`config.mk`:
```
export PLATFORM = sky130hd
export DESIGN_NAME = me_result_collector
export DESIGN_NICKNAME = d
export VERILOG_FILES = /design/src/rtl/me_result_collector.sv
export SDC_FILE = /design/constraint.sdc
export NUM_CORES = 1
export LEC_CHECK = 0
export CORE_MARGIN = 5
export CORE_UTILIZATION = 50
export CTS_BUF_LIST = sky130_fd_sc_hd__clkbuf_4 sky130_fd_sc_hd__clkbuf_8
export DETAILED_ROUTE_END_ITERATION = 16
export PLACE_DENSITY = 0.68
export SLEW_MARGIN = 20
export SYNTH_ARGS = -nofsm -noshare
export SYNTH_HDL_FRONTEND = slang
export SYNTH_SLANG_ARGS = --single-unit
```
`constraint.sdc`:
```
create_clock -name clock -period 5.2 [get_ports clock]
set_clock_uncertainty 0.1 [all_clocks]
set_input_delay 0.78 -clock clock [delete_from_list [all_inputs] [get_ports clock]]
set_output_delay 0.78 -clock clock [all_outputs]
set_load 0.05 [all_outputs]
```
`src/rtl/me_result_collector.sv`:
```
`default_nettype none
// ============================================================================
// Module      : me_result_collector
// Description : Sequences motion-estimator searches for one frame and queues
//               each {BestDist, motionX, motionY, block} result in a FWFT FIFO.
// Revision    : 1.0 - initial release
// ============================================================================
module me_result_collector #(
    parameter int NUM_BLOCKS = 16,
    parameter int DEPTH      = 4
) (
    input  logic       clock,
    input  logic       reset,
    input  logic       run,
    output logic       start,
    input  logic       completed,
    input  logic [7:0] BestDist,
    input  logic [3:0] motionX,
    input  logic [3:0] motionY,
    output logic       out_valid,
    input  logic       out_ready,
    output logic [7:0] out_dist,
    output logic [3:0] out_mx,
    output logic [3:0] out_my,
    output logic [7:0] out_block,
    output logic       frame_done,
    output logic       overflow
);

    localparam int             c_ptr_w    = $clog2(DEPTH);
    localparam int             c_cnt_w    = c_ptr_w + 1;
    localparam logic [7:0]     c_last_blk = 8'(NUM_BLOCKS - 1);
    localparam logic [c_cnt_w-1:0] c_full = c_cnt_w'(DEPTH);

    typedef enum logic [2:0] {
        IDLE   = 3'd0,
        LAUNCH = 3'd1,
        WAIT   = 3'd2,
        GAP    = 3'd3,
        STALL  = 3'd4
    } state_t;

    state_t               state_q, state_d;
    logic                 start_q, start_d;
    logic                 comp_prev_q;
    logic [7:0]           block_q, block_d;
    logic                 gap_q, gap_d;
    logic                 frame_done_q, frame_done_d;
    logic                 overflow_q, overflow_d;
    logic [c_ptr_w-1:0]   wr_ptr_q, wr_ptr_d;
    logic [c_ptr_w-1:0]   rd_ptr_q, rd_ptr_d;
    logic [c_cnt_w-1:0]   count_q, count_d;
    logic [23:0]          mem_q [DEPTH];
    logic [23:0]          mem_d [DEPTH];
    logic [23:0]          head_q, head_d;

    logic                 w_capture;
    logic                 w_push;
    logic                 w_pop;
    logic                 w_full;
    logic [23:0]          w_entry;

    assign w_entry = {BestDist, motionX, motionY, block_q};

    always_comb begin
        state_d      = state_q;
        block_d      = block_q;
        gap_d        = gap_q;
        frame_done_d = 1'b0;
        w_capture    = 1'b0;
        case (state_q)
            IDLE: begin
                if (run) begin
                    state_d = LAUNCH;
                    block_d = 8'd0;
                end
            end
            LAUNCH: state_d = WAIT;
            WAIT: begin
                // Only a fresh rising edge of completed counts as a result.
                if (completed && !comp_prev_q) begin
                    w_capture = 1'b1;
                    if (block_q == c_last_blk) begin
                        frame_done_d = 1'b1;
                        state_d      = IDLE;
                    end else begin
                        block_d = block_q + 8'd1;
                        gap_d   = 1'b0;
                        state_d = GAP;
                    end
                end
            end
            GAP: begin
                if (gap_q) begin
                    state_d = (count_q < c_full) ? LAUNCH : STALL;
                end else begin
                    gap_d = 1'b1;
                end
            end
            STALL: begin
                if (count_q < c_full) begin
                    state_d = LAUNCH;
                end
            end
            default: state_d = IDLE;
        endcase
        start_d = (state_d == LAUNCH) || (state_d == WAIT);
    end

    always_comb begin
        w_pop      = (count_q != '0) && out_ready;
        w_full     = (count_q == c_full);
        w_push     = w_capture && (!w_full || w_pop);
        overflow_d = overflow_q || (w_capture && w_full && !w_pop);
        wr_ptr_d   = w_push ? wr_ptr_q + c_ptr_w'(1) : wr_ptr_q;
        rd_ptr_d   = w_pop  ? rd_ptr_q + c_ptr_w'(1) : rd_ptr_q;
        count_d    = count_q + {{c_ptr_w{1'b0}}, w_push} - {{c_ptr_w{1'b0}}, w_pop};
        mem_d      = mem_q;
        if (w_push) begin
            mem_d[wr_ptr_q] = w_entry;
        end
        // Head register holds its last value once the FIFO drains.
        head_d = head_q;
        if (count_d != '0) begin
            head_d = (w_push && (rd_ptr_d == wr_ptr_q)) ? w_entry : mem_q[rd_ptr_d];
        end
    end

    always_ff @(posedge clock) begin
        if (reset) begin
            state_q      <= IDLE;
            start_q      <= 1'b0;
            comp_prev_q  <= 1'b0;
            block_q      <= 8'd0;
            gap_q        <= 1'b0;
            frame_done_q <= 1'b0;
            overflow_q   <= 1'b0;
            wr_ptr_q     <= '0;
            rd_ptr_q     <= '0;
            count_q      <= '0;
            mem_q        <= '{default: '0};
            head_q       <= '0;
        end else begin
            state_q      <= state_d;
            start_q      <= start_d;
            comp_prev_q  <= completed;
            block_q      <= block_d;
            gap_q        <= gap_d;
            frame_done_q <= frame_done_d;
            overflow_q   <= overflow_d;
            wr_ptr_q     <= wr_ptr_d;
            rd_ptr_q     <= rd_ptr_d;
            count_q      <= count_d;
            mem_q        <= mem_d;
            head_q       <= head_d;
        end
    end

    assign start      = start_q;
    assign out_valid  = (count_q != '0);
    assign out_dist   = head_q[23:16];
    assign out_mx     = head_q[15:12];
    assign out_my     = head_q[11:8];
    assign out_block  = head_q[7:0];
    assign frame_done = frame_done_q;
    assign overflow   = overflow_q;

endmodule
`default_nettype wire
```
==> run_results.csv <==
group,metric,value,unit
timing,hold_violations,0,
timing,setup_viol,0,
worst_setup_path,r2r-end,"head_q[1]",
layout,n_antenna_cell,0,
place,portBuffers,48,
worst_hold_path,min-delay-start,"mem_q[12]",
routing,wl,19100,µm
routing,dr.pass1.iters,5,
worst_setup_path,cpMostUsedCell,"ha_1",
die,core_region_area,13100,µm²
worst_setup_path,r2r_slack,1.31,ns
layout,synthToLayoutAreaGrowth,14.3,%
worst_setup_path,cp-end-kind,"flip-flop",
worst_setup_path,crit_type,"in -> reg",
global_route,grt_max_degree,97,
synth,synth.avg_cell_area,8.07,µm²
worst_setup_path,r2r_start,"count_q[2]",
worst_setup_path,crit_buf_inv,4,
worst_setup_path,crit_chain,"clkdlybuf4s50_1, nor4b_1, nor3_4, inv_2, ha_1, inv_1, ha_1, fa_1, xor3_1, a21oi_1, o41ai_2, buf_4, or2_1, o21ai_0",
synth,async_flop_share,0,
cts,cts_tree,"done",
layout,final_util,0.577,
job,max_cap_viol_count,0,
timing,fin_setup_tns,0,ns
cts,cts_hold_buf,0,
global_route,grt_pass1_vias,6003,
outcome,status,"finished clean",
place,dp_cells,985,
worst_setup_path,slowest_delay,0.60,ns
timing,drv_slew,0,
worst_setup_path,required,5.48,ns
cts,root_buffer,"clkbuf_8",
timing,fin_crit,4.16,ns
place,gp_congestion,0.813,
global_route,grt_remaining_overflow,0,
timing,relSlewSlack,0.265,
power_and_ir_drop,p_per_area,380,nW/µm²
synth,synthesis.instances,819,
die,die_w,125,µm
routing,antenna_left,0,
cts,clk_pin_slew_worst_paths,0.07,ns
cts,cts-resized-gates,0,
synth,seq_area_frac_synth,0.433,
cts,clock_latency,0.46,ns
global_route,grt_antenna_before_repair,0,
worst_setup_path,reg2regPathDepth,13,
power_and_ir_drop,vdd_drop_max,204,µV
synth,ys_ff_latch,143,
routing,drcViolationCount,0,
worst_setup_path,start_kind,"input port",
synth,post-synth-top-area-fraction,0.433,
power_and_ir_drop,p_leak,2.33,nW
cts,postCtsSetupRepairBufs,0,
synth,syn_nets,848,
synth,synth_top_flop_cell,"dfxtp_1",
cts,clockBufferDepth,2,
place,place_hpwl,11700,µm
worst_setup_path,worstPathArrival,4.44,ns
worst_hold_path,worstHoldPathType,"reg -> reg",
routing,drt_iter0_markers,756,
die,row_count,42,
layout,final_nets,857,
worst_setup_path,path_max_fanout,13,
synth,ys_types,55,
cts,cts_buffers,17,
cts,clock_sinks,143,
die,chipHeight,125,µm
layout,stdcell_count,1015,
layout,final_common_cell,"nand3_1",
routing,vias,6248,
synth,synth_area_leaders,"dfxtp_1 43%, nand3_1 12%, a21oi_1 9.2%",
timing,rsz0062_at_grt,"false",
synth,yosys_warnings,0,
timing,worstMarginPinSlew,1.10,ns
worst_setup_path,cp_slowest_cell,"nor4b_1",
synth,yosysTopAreaCell,"dfxtp_1",
timing,whs,0.355,ns
routing,wl_per_cell,18.8,µm
synth,synth_edf_count,0,
layout,final_cell_mix,"160 x nand3_1, 143 x dfxtp_1, 122 x nand2_1",
timing,fin_crit_sh,0.800,
timing,fmax,240,MHz
die,io_pins,49,
die,start_util,0.505,
worst_hold_path,hold_depth,2,
layout,drive_above_1_share,0.0799,
routing,vias_per_cell,6.16,
global_route,grt_pass1_wl,30900,µm
worst_hold_path,min_to,"mem_q[12]",
global_route,grt_usage,0.241,
synth,synth_area,6610,µm²
cts,h-tree-depth,4,
die,die_area,15600,µm²
worst_setup_path,critPathTopFamily,"simple AND/OR/NAND/NOR gates",
==> routing by layer <==
metal  GRT usage  routed length, µm  vias to the layer above
met5           0                  0                        -
met4      0.0804                401                        0
met3      0.0559               1370                       39
met2       0.387               9020                      276
met1       0.323               8310                     2995
li1            -                  -                     2938
==> worst min-delay path: stages (launching register included) <==
cell and delay, ns:
dfxtp_1 0.31, nand2_1 0.05, a21oi_1 0.05
==> cell families after synthesis <==
logic type / Yosys count / share of synthesized area
simple gates: 331 / 0.238
mux: 23 / 0.0348
xor+xnor: 7 / 0.0127
fa+ha+maj: 8 / 0.0163
compound gates: 215 / 0.210
buf+inv: 92 / 0.0553
flops: 143 / 0.433
==> stage by stage <==
| stage | power, W | worst slack, ns | instance area (µm²) |
|---|---|---|---|
| global placement | 0.00198 | 0.728 | 7150 |
| global route | 0.00297 | 0.782 | 7550 |
| detailed placement | 0.00200 | 0.551 | 7150 |
| finish | 0.00287 | 1.04 | 7550 |
| CTS | 0.00285 | 1.01 | 7540 |
| floorplan | 0.00175 | 1.23 | 6610 |
==> where the power goes <==
group | internal, W | switching [W]
sequential | 0.00113 | 0.0000622
combinational | 0.000266 | 0.000546
clock | 0.000458 | 0.000411
==> registers in the layout (all words and copies together), names as in the netlist <==
register and cells:
mem_q 96, gap_q 1, block_q 8, state_q 3
comp_prev_q 1, frame_done 1, head_q 24, count_q 3
start 1, overflow 1, rd_ptr_q 2, wr_ptr_q 2
==> worst max-delay path by stage <==
stage | from | slack [ns] | end | cells after the start
2_1_floorplan | out_ready | 1.23 | head_q[15] | 15
3_3_place_gp | out_ready | 0.73 | head_q[2] | 14
3_5_place_dp | out_ready | 0.55 | head_q[1] | 14
4_1_cts | out_ready | 1.01 | head_q[1] | 14
5_1_grt | out_ready | 0.78 | head_q[1] | 14
6_report | out_ready | 1.04 | head_q[1] | 14
==> layout make-up <==
class	count	area [µm²]
fillers	1160	5530
multi-input cells	584	3390
flip-flops and latches	143	2860
repair buffers	71	651
clock buffers	24	330
well taps	176	220
clock inverters	6	55.1
inverters	11	41.3
==> cells in the mapped netlist (2+ instances only) <==
cell       number
xnor2_1         3
a221oi_1        2
a211oi_1       12
nor4b_1         2
a221o_1        11
or3_1           5
nor2b_1         4
inv_1           9
nor3_1          4
o21ai_1        10
mux2i_1        23
nand2b_1        3
o211a_1        11
xor2_1          2
o21ai_0         9
or2_2           2
a2bb2oi_1      14
o211ai_1       14
nand2_1       122
buf_1          13
dfxtp_1       143
nor2_1         15
ha_1            7
inv_2           2
buf_2          15
nand3_1       160
or4_1           2
a21oi_1       121
o31ai_1         2
clkbuf_1       52
Note: power is estimated with default switching activity, not from simulation.
